===== src/rtl/usr_pkg.sv =====
// Shared definitions for the universal shift register and its serial TX controller.
// Mode codes are common to the register, the controller and the benches.
package usr_pkg;

  localparam logic [1:0] MODE_HOLD = 2'b00;
  localparam logic [1:0] MODE_SHR  = 2'b01;
  localparam logic [1:0] MODE_SHL  = 2'b10;
  localparam logic [1:0] MODE_LOAD = 2'b11;

  typedef enum logic [1:0] {
    ST_IDLE  = 2'd0,
    ST_LOAD  = 2'd1,
    ST_SHIFT = 2'd2,
    ST_DONE  = 2'd3
  } tx_state_e;

  // MSB-first drains through bit 7 via left shifts,
  // LSB-first drains through bit 0 via right shifts.
  function automatic logic [1:0] shift_mode(input logic msb);
    return msb ? MODE_SHL : MODE_SHR;
  endfunction

  function automatic logic tap_bit(
    input logic [7:0] q,
    input logic       msb
  );
    return msb ? q[7] : q[0];
  endfunction

endpackage


===== src/rtl/usr_bit_timer.sv =====
// Bit-period timer: div_cnt runs 0..DIV-1 while enabled.
// tick marks the last cycle of each bit period.
module usr_bit_timer #(
  parameter int DIV = 4,
  localparam int W = (DIV > 1) ? $clog2(DIV) : 1
) (
  input  logic clk,
  input  logic reset,
  input  logic clear,
  input  logic en,
  output logic tick
);

  localparam logic [W-1:0] LAST = W'(DIV - 1);

  logic [W-1:0] div_cnt;

  assign tick = (div_cnt == LAST);

  // Clear wins over counting; wrap to 0 on the tick cycle.
  always_ff @(posedge clk or posedge reset) begin
    if (reset) begin
      div_cnt <= '0;
    end else if (clear) begin
      div_cnt <= '0;
    end else if (en) begin
      div_cnt <= tick ? '0 : div_cnt + W'(1);
    end
  end

endmodule


===== src/rtl/usr_serial_tx_ctrl.sv =====
// Byte serializer driving a universal shift register:
// one parallel load, then eight timed shifts, tapping q for the serial bit.
module usr_serial_tx_ctrl
  import usr_pkg::*;
#(
  parameter int   DIV      = 4,
  parameter logic FILL     = 1'b0,
  parameter logic IDLE_LVL = 1'b1
) (
  input  logic       clk,
  input  logic       reset,
  input  logic       in_valid,
  output logic       in_ready,
  input  logic [7:0] in_data,
  input  logic       in_msb_first,
  input  logic [7:0] q_in,
  output logic [1:0] mode,
  output logic [7:0] data_out,
  output logic       s_left,
  output logic       s_right,
  output logic       ser_out,
  output logic       ser_en,
  output logic       done
);

  tx_state_e  state_q;
  logic [7:0] byte_q;
  logic       msb_q;
  logic [2:0] bit_cnt;
  logic       tick;

  usr_bit_timer #(
    .DIV(DIV)
  ) u_timer (
    .clk  (clk),
    .reset(reset),
    .clear(state_q == ST_LOAD),
    .en   (state_q == ST_SHIFT),
    .tick (tick)
  );

  assign data_out = byte_q;
  assign s_left   = FILL;
  assign s_right  = FILL;

  // Sequencer: accept in IDLE, load once, shift eight bit periods, pulse done.
  always_ff @(posedge clk or posedge reset) begin
    if (reset) begin
      state_q <= ST_IDLE;
      byte_q  <= 8'h00;
      msb_q   <= 1'b0;
      bit_cnt <= 3'd0;
    end else begin
      unique case (state_q)
        ST_IDLE: begin
          if (in_valid) begin
            byte_q  <= in_data;
            msb_q   <= in_msb_first;
            state_q <= ST_LOAD;
          end
        end
        ST_LOAD: begin
          bit_cnt <= 3'd0;
          state_q <= ST_SHIFT;
        end
        ST_SHIFT: begin
          if (tick) begin
            bit_cnt <= bit_cnt + 3'd1;
            if (bit_cnt == 3'd7) begin
              state_q <= ST_DONE;
            end
          end
        end
        ST_DONE: begin
          state_q <= ST_IDLE;
        end
        default: begin
          state_q <= ST_IDLE;
        end
      endcase
    end
  end

  // Outputs decode from registered state, counters and q only.
  always_comb begin
    in_ready = 1'b0;
    mode     = MODE_HOLD;
    ser_en   = 1'b0;
    ser_out  = IDLE_LVL;
    done     = 1'b0;
    unique case (1'b1)
      (state_q == ST_IDLE): begin
        in_ready = 1'b1;
      end
      (state_q == ST_LOAD): begin
        mode = MODE_LOAD;
      end
      (state_q == ST_SHIFT): begin
        ser_en  = 1'b1;
        ser_out = tap_bit(q_in, msb_q);
        if (tick) begin
          mode = shift_mode(msb_q);
        end
      end
      (state_q == ST_DONE): begin
        done = 1'b1;
      end
      default: begin
        in_ready = 1'b0;
      end
    endcase
  end

endmodule


===== config.mk =====
export PLATFORM = sky130hd
export DESIGN_NAME = usr_serial_tx_ctrl
export DESIGN_NICKNAME = d
export VERILOG_FILES = /design/src/rtl/usr_pkg.sv /design/src/rtl/usr_bit_timer.sv /design/src/rtl/usr_serial_tx_ctrl.sv
export SDC_FILE = /design/constraint.sdc
export NUM_CORES = 1
export LEC_CHECK = 0
export BUFFER_PORTS_ARGS = -buffer_cell sky130_fd_sc_hd__buf_2
export CAP_MARGIN = 20
export CORE_UTILIZATION = 35
export DETAILED_ROUTE_END_ITERATION = 12
export GPL_ROUTABILITY_DRIVEN = 0
export PLACE_DENSITY = 0.66
export SLEW_MARGIN = 30
export SYNTH_ARGS = -nofsm -noshare
export SYNTH_HDL_FRONTEND = slang
export SYNTH_SLANG_ARGS = --single-unit

===== constraint.sdc =====
create_clock -name clk -period 4.2 [get_ports clk]
set_clock_uncertainty 0.2 [all_clocks]
set_input_delay 0.84 -clock clk [delete_from_list [all_inputs] [get_ports clk]]
set_output_delay 0.84 -clock clk [all_outputs]
set_load 0.01 [all_outputs]

## After elaboration in Yosys (flattened, before gate mapping)

Cells that the tools add are included.

| word-level totals | value |
|---|---|
| input bits | 20 |
| output and inout bits | 16 |
| logic and storage cells | 37 |
| register bits after elaboration | 16 |

| cells by class | value |
|---|---|
| reduce and logical (&&, ||, !) cells | 5 |
| $add $sub $neg | 2 |
| eq/ne operators | 8 |
| multiplexer cells | 17 |

Operators by type and width:

| kind | number |
|---|---|
| $mux W2 | 8 |
| $pmux W2 S4 | 1 |
| $eq A2 B2 Y1 const B | 3 |
| $ne A2 B2 Y1 const B | 3 |
| $pmux W3 S2 | 1 |
| $mux W1 | 5 |
| $pmux W2 S2 | 1 |
| $reduce_and A2 Y1 | 2 |
| $add A3 B1 Y3 const B | 1 |
| $eq A3 B3 Y1 const B | 1 |
| $mux W3 | 1 |
| $reduce_and A3 Y1 | 1 |
| $add A2 B1 Y2 const B | 1 |
| $eq A2 B1 Y1 const B | 1 |
| $logic_not A2 Y1 | 1 |
| $reduce_bool A2 Y1 | 1 |

## Logic depth before layout (Yosys ltp)

Gate-level depths: netlist (run 1).

| logic depth | value |
|---|---|
| word-level depth | 4 |
| gate-level depth with buffers | 5 |
| depth with buffers taken out | 5 |

## Modules after synthesis

Synthesis (run 1) repeated with hierarchy kept, for this count alone.

| second synthesis, totals | value |
|---|---|
| cell total of the unflattened synthesis | 65 |
| area total of the unflattened synthesis | 805.8 um^2 |

Modules (own cells, without submodules):

| module | cells an instance | area an instance (um^2) | instances | sequential area each (um^2) |
|---|---|---|---|---|
| usr_serial_tx_ctrl | 56 | 701.9 | 1 | 350.3 |
| usr_bit_timer | 9 | 103.8 | 1 | 50.0 |

## Worst setup path after synthesis (run 1)

No wires, ideal clock.

| timing path | value |
|---|---|
| path type | flip-flop to output port |
| start point | register state_q[0] |
| end point | output port mode[1] |
| path buffers | 0 |
| setup slack | 2027 ps |
| stages on the path, launching flop included | 5 |
| arrival time | 1133 ps |
| required time | 3160 ps |
| path through | dfrtp_1 inv_1 ha_1 a31oi_1 nor2b_1 |

| on the way | value |
|---|---|
| cells in the longest elaborated chain, start to end | 2 |
| elaborated cells between the ends (all ways) | 3 |
| those cells by class | 2 x eq/ne; 1 x mux |

Ends and longest elaborated chain:

| element | RTL line | source |
|---|---|---|
| start: declaration | usr_serial_tx_ctrl.sv:26 | `tx_state_e state_q;` |
| start signal: assignment | usr_serial_tx_ctrl.sv:49 | `state_q <= ST_IDLE;` |
| start signal: assignment | usr_serial_tx_ctrl.sv:59 | `state_q <= ST_LOAD;` |
| start signal: assignment | usr_serial_tx_ctrl.sv:64 | `state_q <= ST_SHIFT;` |
| $eq A2 B2 Y1 / $eq A2 B1 Y1 (equally long branches) | usr_serial_tx_ctrl.sv:98, usr_serial_tx_ctrl.sv:95 |  |
| $pmux W2 S2 (*) | usr_serial_tx_ctrl.sv:91 | `unique case (1'b1)` |
| end: declaration | usr_serial_tx_ctrl.sv:17 | `output logic [1:0] mode,` |

Every way passes the cells marked *; elsewhere a longest branch is shown, timed or not.

## Final worst setup path (run 1)

| timing path | value |
|---|---|
| start point | register state_q[0] |
| end point | output port mode[0] |

Same word-level chain as after synthesis.

==> results of run 1 <==
synth_stat cells, drive strengths merged:
cell,count
o21ai,4
nand3b,1
mux2,11
dfrtp,16
a221oi,1
o21a,1
nor2,1
nand2b,1
inv,6
a31oi,1
nand2,8
ha,8
conb,1
nor3,1
buf,2
mux2i,2
nor2b,2
o32a,1
state kept, by name (all words and copies together), names as in the netlist:
| register | flops |
|---|---|
| msb_q | 1 |
| bit_cnt | 3 |
| data_out | 8 |
| state_q | 2 |
| u_timer.div_cnt | 2 |
worst min path at each step:
| stage | depth (start not counted) | to | slack, ps | start |
|---|---|---|---|---|
| floorplan | 2 | bit_cnt[1]$_DFFE_PP0P_ | 250 | bit_cnt[1]$_DFFE_PP0P_ |
| global placement | 2 | bit_cnt[2]$_DFFE_PP0P_ | 270 | bit_cnt[2]$_DFFE_PP0P_ |
| detailed placement | 1 | data_out[1]$_DFFE_PP0P_ | 290 | data_out[1]$_DFFE_PP0P_ |
| CTS | 2 | bit_cnt[2]$_DFFE_PP0P_ | 310 | bit_cnt[2]$_DFFE_PP0P_ |
| global route | 2 | bit_cnt[2]$_DFFE_PP0P_ | 330 | bit_cnt[2]$_DFFE_PP0P_ |
| finish | 2 | bit_cnt[2]$_DFFE_PP0P_ | 300 | bit_cnt[2]$_DFFE_PP0P_ |
metal layers:
layer | share of wire (%) | up-vias | GRT usage (%)
met5 | 0 | - | 0
met4 | 0 | 0 | 4.29
met3 | 5.2 | 0 | 3.09
met2 | 50 | 24 | 23.6
met1 | 44 | 268 | 15.9
li1 | - | 287 | -
stage by stage:
stage	instances	instance area, um^2
global placement	122	968
detailed placement	122	968
finish	125	991
global route	125	991
CTS	125	991
floorplan	69	813
area by class of cell:
cell class,instances,area [um^2]
sequential,16,400
timing repair buffer,27,135
tap,28,35.0
inverter,6,22.5
fill,220,1200
multi-input combinational,45,375
clock buffer,3,22.5
cell families (layout without fill, tap and decap cells):
group	after synthesis	count (layout)	synth area share [%]
and+or+nand+nor	14	14	8.04
other	1	2	0.463
muxes	13	13	17.8
adders and majority gates	8	8	12.4
AOI/OAI and AO/OA	8	8	7.26
DFF	16	16	49.5
buffers and inverters	8	36	4.64
power breakdown:
| part | switching [mW] | leakage [nW] | internal (mW) | total, mW |
|---|---|---|---|---|
| Combinational | 0.192 | 0.301 | 0.190 | 0.382 |
| Sequential | 0.0487 | 0.196 | 0.227 | 0.276 |
| Clock | 0.0411 | 0.0138 | 0.0331 | 0.0743 |
worst max-delay path: cells and delay by family, from the launching register on:
kind,cells,cell delay [ps]
AO/OA/AOI/OAI,1,110
adder cells (fa/ha/maj),1,350
buffers and inverters,2,240
flip-flops,1,430
AND/OR/NAND/NOR,2,180
==> results.py, run 1 <==
metrics = {
    "cells_and_area": {
        "utilization_pct": 45.2,
        "final_common_cell": "buf_2",
        "final_cell_mix": "buf_2 (27), dfrtp_1 (16), mux2_2 (10)",
        "nets": 127,
        "antenna-diode-count": 0,
        "drive_gt1_share_pct": 43.3,
        "area.growth.synth_to_final_pct": 22.4,
    },
    "grt": {
        "grt_max_degree": 17,
        "grt_pass1_wl_um": 2530,
        "grt_overflow_total": 0,
        "antenna_found_initial": 0,
        "grt_usage_pct": 13.4,
        "grt_pass1_vias": 602,
    },
    "sta": {
        "setup_slack_ps": 1580,
        "maxSlewHeadroom_pct": 59.3,
        "finalCriticalPeriod_ps": 2620,
        "hold_viol_final": 0,
        "rsz0062_at_grt": "false",
        "finalMaxSlewViolations": 0,
        "tightest_slew_ps": 610,
        "holdWs_ps": 299,
        "timing.fmax_mhz": 382,
        "final.setup.tns_ps": 0,
        "finalCritPeriodShare_pct": 62.4,
        "setup-violations-final": 0,
    },
    "cts": {
        "root_buffer": "clkbuf_4",
        "clkSinkCount": 16,
        "worstSkewPairLatency_ps": 270,
        "cts_inserted_buffers": 3,
        "clock_path_buffers": 2,
        "cts_tree": "done",
        "cts_setup_buffers": 0,
        "ctsHoldBuffers": 0,
        "cts_resized": 0,
        "htree_levels": 1,
        "clkTransAtPathRegs_ps": 80,
    },
    "setup_path": {
        "path_class": "flop to primary output",
        "cp.required_ps": 3160,
        "arrival_ps": 1580,
        "rr_worst_depth": 4,
        "worstPathCellList": "inv_1 > ha_1 > nand2_1 > nor2_1 > o21a_1 > buf_2",
        "cp-start-kind": "flop",
        "r2r_end": "state_q[1]$_DFFE_PP0P_",
        "path_max_fanout": 8,
        "reg2reg_slack_ps": 2340,
        "cp_slowest_cell": "dfrtp_1",
        "slowest_delay_ps": 430,
        "endpoint_kind": "primary output",
        "timing.rr.start": "state_q[0]$_DFFE_PP0P_",
        "startpoint": "state_q[0]$_DFFE_PP0P_",
        "crit_end": "mode[0]",
    },
    "die": {
        "rows": 17,
        "die_x_um": 50.1,
        "core_area_um2": 2190,
        "dieArea_um2": 2510,
        "initial_core_util_pct": 37.0,
        "num_io_pins": 36,
        "dieHeight_um": 50.1,
    },
    "detailed_routing": {
        "via_per_inst": 4.63,
        "drtIter0Drc": 3,
        "num_vias": 579,
        "wl_um": 1480,
        "ant_nets": 0,
        "post_drt_wl_per_cell_um": 11.8,
        "drtPass1Iterations": 3,
        "drc": 0,
    },
    "hold_path": {
        "worst_hold_path_type": "flop to flop",
    },
    "synth": {
        "yosysTopAreaCellShare_pct": 49.5,
        "ys_seq_area_share_pct": 49.5,
        "synth_cells": 68,
        "yosys.area.top_type": "dfrtp_1",
        "yosysUniqueCellTypes": 21,
        "synth_area_leaders": "dfrtp_1 (49%), mux2_2 (14%), ha_1 (12%)",
        "synthesis.area_um2": 810,
        "syn_avg_cell_area_um2": 11.9,
        "yosys_warnings": 0,
        "postSynthRegisterBits": 16,
    },
    "placed_design": {
        "io_buffer_count": 27,
        "dp_hpwl_um": 1170,
        "pre_cts_slack_ps": 1860,
    },
    "status": {
        "status": "complete, no violations",
    },
    "job": {
        "max-cap-violations": 0,
    },
    "power": {
        "peakVddDrop_v": 0.000344,
        "p_total_mw": 0.732,
        "leakage_nw": 0.511,
        "cellPowerDensity_nw_per_um2": 739,
    },
}
Power figures use the tool's default switching activity.
==> run 2: changes to the inputs <==
--- a/config.mk
+++ b/config.mk
@@ -5,12 +5,13 @@
 export SDC_FILE = /design/constraint.sdc
 export NUM_CORES = 1
 export LEC_CHECK = 0
+export ABC_AREA = 1
 export BUFFER_PORTS_ARGS = -buffer_cell sky130_fd_sc_hd__buf_2
 export CAP_MARGIN = 20
 export CORE_UTILIZATION = 35
 export DETAILED_ROUTE_END_ITERATION = 12
 export GPL_ROUTABILITY_DRIVEN = 0
-export PLACE_DENSITY = 0.66
+export PLACE_DENSITY = 0.67
 export SLEW_MARGIN = 30
 export SYNTH_ARGS = -nofsm -noshare
 export SYNTH_HDL_FRONTEND = slang
==> constraint.sdc (replaced) <==
create_clock -name clk -period 2.1 [get_ports clk]
set_clock_uncertainty 0.2 [all_clocks]
set_input_delay 0.42 -clock clk [delete_from_list [all_inputs] [get_ports clk]]
set_output_delay 0.42 -clock clk [all_outputs]
set_load 0.01 [all_outputs]
==> run 2 against run 1 <==
The flow now finishes with violations (hold timing). Sequential share of layout area fell by 3.6 points. Non-clock buffer count rose by 4. Critical endpoint is now mode[1]. Combinational power rose by 130%. Largest power group unchanged. Via count rose by 30%. Routed wire length rose by 18%. Highest routed layer is now met4. Total power rose by 120%.
==> results.py, run 2 <==
metrics = {
    "status": {
        "status": "finished with violations",
        "violations": "hold timing",
    },
    "die": {
        "dieArea_um2": 2730,
        "die_x_um": 52.3,
        "core_area_um2": 2300,
        "rows": 17,
        "num_io_pins": 36,
        "dieHeight_um": 52.3,
        "initial_core_util_pct": 38.5,
    },
    "cts": {
        "cts_inserted_buffers": 3,
        "htree_levels": 1,
        "clkSinkCount": 16,
        "root_buffer": "clkbuf_4",
        "clkTransAtPathRegs_ps": 90,
        "clock_path_buffers": 2,
        "cts_tree": "done",
        "worstSkewPairLatency_ps": 280,
    },
    "sta": {
        "tightest_slew_ps": 621,
        "finalCriticalPeriod_ps": 1990,
        "finalMaxSlewViolations": 0,
        "setup-violations-final": 0,
        "holdWs_ps": -0.584,
        "maxSlewHeadroom_pct": 58.5,
        "setup_slack_ps": 108,
        "hold_viol_final": 1,
        "final.setup.tns_ps": 0,
        "timing.fmax_mhz": 502,
        "finalCritPeriodShare_pct": 94.8,
    },
    "setup_path": {
        "cp_slowest_cell": "dfrtp_1",
        "path_max_fanout": 5,
        "slowest_delay_ps": 380,
        "endpoint_kind": "primary output",
        "cp.required_ps": 1480,
        "cpMostUsedCell": "inv_1",
        "arrival_ps": 1370,
        "path_class": "flop to primary output",
        "worstPathCellList": "inv_1 > ha_4 > inv_1 > a21oi_1 > buf_2",
        "crit_family": "flip-flops",
        "path_buf_inv": 3,
        "cp-start-kind": "flop",
    },
    "grt": {
        "grt_pass1_vias": 742,
        "grt_max_degree": 17,
        "grt_usage_pct": 15.0,
        "grt_pass1_wl_um": 2940,
        "antenna_found_initial": 0,
        "grt_overflow_total": 0,
    },
    "synth": {
        "yosys_warnings": 0,
        "synth_cells": 104,
        "ys_top_cells_by_count": "nand2_1 (31), nand3_1 (18), dfrtp_1 (16)",
        "ys_seq_area_share_pct": 45.3,
        "yosysTopAreaCellShare_pct": 45.3,
        "yosys.area_share.adder_pct": 11.3,
        "synthArstFlopShare_pct": 100,
        "synthesis.area_um2": 885,
        "synth-simple-area-share_pct": 30.0,
        "synth_most_common_cell": "nand2_1",
        "synth_edf_count": 0,
        "yosysUniqueCellTypes": 19,
        "synth_xor_xnor_area_share_pct": 0,
        "synth_compound_area_share_pct": 3.68,
        "syn_avg_cell_area_um2": 8.51,
        "synth_top_family_by_area": "simple AND/OR/NAND/NOR gates",
        "ys.flop_type": "dfrtp_1",
        "yosys.area.top_type": "dfrtp_1",
        "postSynthRegisterBits": 16,
        "synth_area_leaders": "dfrtp_1 (45%), nand2_1 (13%), ha_1 (11%)",
        "synthMuxAreaShare_pct": 0,
    },
    "cells_and_area": {
        "nets": 165,
        "fin_area_um2": 1090,
        "final_common_cell": "nand2_1",
        "final_cell_mix": "nand2_1 (31), buf_2 (27), nand3_1 (18)",
        "largest_reg_flops": 8,
        "area.growth.synth_to_final_pct": 23.1,
        "utilization_pct": 47.4,
        "antenna-diode-count": 0,
        "drive_gt1_share_pct": 34.1,
        "fin_cells": 163,
    },
    "detailed_routing": {
        "ant_nets": 0,
        "post_drt_wl_per_cell_um": 10.7,
        "drtPass1Iterations": 4,
        "drtIter0Drc": 10,
        "via_per_inst": 4.61,
        "drc": 0,
        "wl_um": 1750,
        "num_vias": 751,
    },
    "hold_path": {
        "worst_hold_path_type": "input pin to async pin",
    },
    "placed_design": {
        "io_buffer_count": 27,
        "dp_hpwl_um": 1330,
        "dpl_cell_area_um2": 1040,
        "dp.cells": 158,
        "pre_cts_slack_ps": 288,
    },
    "power": {
        "cellPowerDensity_nw_per_um2": 1450,
        "leakage_nw": 0.631,
        "p_total_mw": 1.58,
        "peakVddDrop_v": 0.000769,
    },
    "job": {
        "max-cap-violations": 0,
    },
}
run 2: timing repair:
action | in CTS | in global routing
endpoints found under the setup margin | 2 | 2
hold buffers | 0 | 0
setup buffers | 2 | 0
hold endpoints to repair | 0 | 0
gates resized for setup | 0 | 3
run 2: area by class of cell:
| cell class | count | area [um^2] |
|---|---|---|
| Timing Repair Buffer | 31 | 165 |
| Sequential cell | 16 | 400 |
| Tap cell | 28 | 35.0 |
| Multi-Input combinational cell | 73 | 420 |
| Fill cell | 226 | 1210 |
| Clock buffer | 3 | 22.5 |
| Inverter | 12 | 45.0 |
run 2: path summary, 6_finish.rpt:
check                           cells past startpoint                    start                        endpoint  slack [ps]
worst max-delay path                                5   state_q[1]$_DFFE_PP0P_                         mode[1]         110
worst min-delay path                                2                    reset  u_timer.div_cnt[1]$_DFFE_PP0P_        -0.6
worst max register to register                      7   state_q[1]$_DFFE_PP0P_          state_q[1]$_DFFE_PP0P_         540
worst min register to register                      2  data_out[3]$_DFFE_PP0P_         data_out[3]$_DFFE_PP0P_         280
max in group asynchronous                           2                    reset          bit_cnt[1]$_DFFE_PP0P_        1300
min in group clk                                    3               in_data[5]         data_out[5]$_DFFE_PP0P_         160
run 2: cell families (layout without fill, tap and decap cells):
logic type / after synthesis / after routing
AOI/OAI and AO/OA: 5 / 5
adders and majority gates: 8 / 8
buffers and inverters: 16 / 46
DFF: 16 / 16
other: 1 / 2
and+or+nand+nor: 58 / 58
run 2: report_power, final:
part | switching [mW] | leakage, nW | internal (mW)
logic | 0.524 | 0.416 | 0.369
registers | 0.0779 | 0.201 | 0.447
clock network | 0.0941 | 0.0138 | 0.0664
total | 0.696 | 0.631 | 0.883
run 2: layer usage:
| layer | global-route usage (%) | part of all wire, % | up-vias | wire length, um |
|---|---|---|---|---|
| li1 | - | - | 392 | - |
| met1 | 16.8 | 49 | 336 | 864 |
| met5 | 0 | 0 | - | 0 |
| met3 | 3.48 | 3.6 | 2 | 63 |
| met4 | 6.58 | 0.69 | 0 | 12 |
| met2 | 26.7 | 46 | 21 | 805 |
==> run 3: changes to the inputs <==
--- a/config.mk
+++ b/config.mk
@@ -6,11 +6,12 @@
 export NUM_CORES = 1
 export LEC_CHECK = 0
 export ABC_AREA = 1
-export BUFFER_PORTS_ARGS = -buffer_cell sky130_fd_sc_hd__buf_2
+export BUFFER_PORTS_ARGS = -buffer_cell sky130_fd_sc_hd__buf_4
 export CAP_MARGIN = 20
 export CORE_UTILIZATION = 35
 export DETAILED_ROUTE_END_ITERATION = 12
 export GPL_ROUTABILITY_DRIVEN = 0
+export GPL_TIMING_DRIVEN = 0
 export PLACE_DENSITY = 0.67
 export SLEW_MARGIN = 30
 export SYNTH_ARGS = -nofsm -noshare
==> run 3 against run 2 <==
Hold slack improved by 13 ps. Sequential power up 2%. Register-to-register slack improved by 60 ps. Sequential share of layout area shrank 3.6 points. Total power increased by 12%. Die area unchanged. Routed wire length grew 7.0%. Final cell count is 1.8% higher. Worst setup slack lost 10 ps. Largest power group unchanged. Largest cell class unchanged. The run now ends clean.
==> results.py, run 3 (same netlist as run 2, synthesis figures left out) <==
metrics = {
    "sta": {
        "setup-violations-final": 0,
        "timing.fmax_mhz": 500,
        "tightest_slew_ps": 619,
        "holdWs_ps": 12.6,
        "final.setup.tns_ps": 0,
        "finalCritPeriodShare_pct": 95.3,
        "hold_viol_final": 0,
        "finalCriticalPeriod_ps": 2000,
        "rsz0062_at_grt": "false",
        "finalMaxSlewViolations": 0,
        "maxSlewHeadroom_pct": 58.7,
    },
    "setup_path": {
        "endpoint_kind": "primary output",
        "arrival_ps": 1380,
        "path_class": "flop to primary output",
        "cp.required_ps": 1480,
        "cp-start-kind": "flop",
        "path_max_fanout": 5,
    },
    "detailed_routing": {
        "top_layer": "met4",
        "via_per_inst": 4.70,
        "num_vias": 781,
        "post_drt_wl_per_cell_um": 11.3,
        "drtPass1Iterations": 4,
        "wl_met2_um": 918,
        "dr_wl_met3_um": 119,
        "drc": 0,
        "drtIter0Drc": 7,
        "wl_met1_um": 817,
        "wl_um": 1870,
        "ant_nets": 0,
    },
    "status": {
        "status": "complete, no violations",
    },
    "cts": {
        "clkSinkCount": 16,
        "cts_inserted_buffers": 3,
        "clock_path_buffers": 2,
        "worstSkewPairLatency_ps": 280,
        "ctsHoldBuffers": 0,
        "htree_levels": 1,
        "clkTransAtPathRegs_ps": 100,
        "root_buffer": "clkbuf_4",
        "cts_tree": "done",
    },
    "power": {
        "leakage_nw": 0.670,
        "cellPowerDensity_nw_per_um2": 1460,
        "peakVddDrop_v": 0.000652,
    },
    "cells_and_area": {
        "utilization_pct": 52.7,
        "fill_cells": 231,
        "fin_cells": 166,
        "nets": 167,
        "area.growth.synth_to_final_pct": 36.9,
        "antenna-diode-count": 0,
        "drive_gt1_share_pct": 37.7,
        "fin_area_um2": 1210,
        "final_cell_mix": "nand2_1 (31), buf_4 (31), nand3_1 (18)",
        "largest_reg_flops": 8,
    },
    "placed_design": {
        "dp_hpwl_um": 1440,
        "dpl_cell_area_um2": 1120,
        "dp.cells": 159,
        "io_buffer_count": 26,
    },
    "die": {
        "num_io_pins": 36,
        "initial_core_util_pct": 38.5,
        "dieHeight_um": 52.3,
        "dieArea_um2": 2730,
        "die_x_um": 52.3,
        "rows": 17,
        "core_area_um2": 2300,
    },
    "grt": {
        "grt_pass1_vias": 790,
        "antenna_found_initial": 0,
        "grt_max_degree": 17,
        "grt_overflow_total": 0,
        "grt_pass1_wl_um": 3310,
        "grt_usage_pct": 16.4,
    },
    "job": {
        "max-cap-violations": 0,
    },
    "hold_path": {
        "worst_hold_path_type": "input pin to async pin",
    },
}
[run 3: per-layer routing]
layer	track usage [%]	vias to the layer above
met5	0	-
met4	3.95	0
met3	4.64	2
met2	28.4	21
met1	19.8	365
li1	-	393
[run 3: final timing paths]
kind | cells past startpoint | end | start | slack, ps
worst max-delay path | 5 | mode[1] | state_q[1]$_DFFE_PP0P_ | 100
worst min-delay path | 2 | data_out[4]$_DFFE_PP0P_ | reset | 10
worst max register to register | 6 | bit_cnt[2]$_DFFE_PP0P_ | state_q[1]$_DFFE_PP0P_ | 600
worst min register to register | 2 | data_out[3]$_DFFE_PP0P_ | data_out[3]$_DFFE_PP0P_ | 290
max in group asynchronous | 2 | state_q[1]$_DFFE_PP0P_ | reset | 1250
min in group clk | 3 | data_out[6]$_DFFE_PP0P_ | in_data[6] | 160
[run 3: area by class of cell]
class,instances,area [um^2],area share [%]
flip-flops and latches,16,402,33.2
well taps,28,35.0,2.89
multi-input cells,73,438,36.2
repair buffers,29,218,18.0
inverters,12,45.0,3.72
plain buffers,4,37.5,3.10
clock buffers,4,36.3,3.00
[run 3: stage by stage]
step	setup WS, ps	power (mW)
2_1_floorplan	375	1.11
3_3_place_gp	280	1.42
3_5_place_dp	260	1.45
4_1_cts	12.2	1.73
5_1_grt	8.81	1.94
6_report	98.0	1.77
[run 3: where the power goes]
part           internal [mW]  switching (mW)
logic                  0.477           0.553
registers              0.449          0.0846
clock network          0.105          0.0970
total                   1.03           0.734
[run 3: worst max-delay path, cell delays in order (launching register included)]
cell and delay (ps):
dfrtp_2 400, inv_1 90, ha_4 300, inv_1 80
a21oi_2 110, buf_4 130
[run 3: what timing repair did]
action,4_1_cts,5_1_grt
gates resized for setup,2,5
setup buffers,2,1
gates cloned,0,0
setup endpoints to repair,2,2
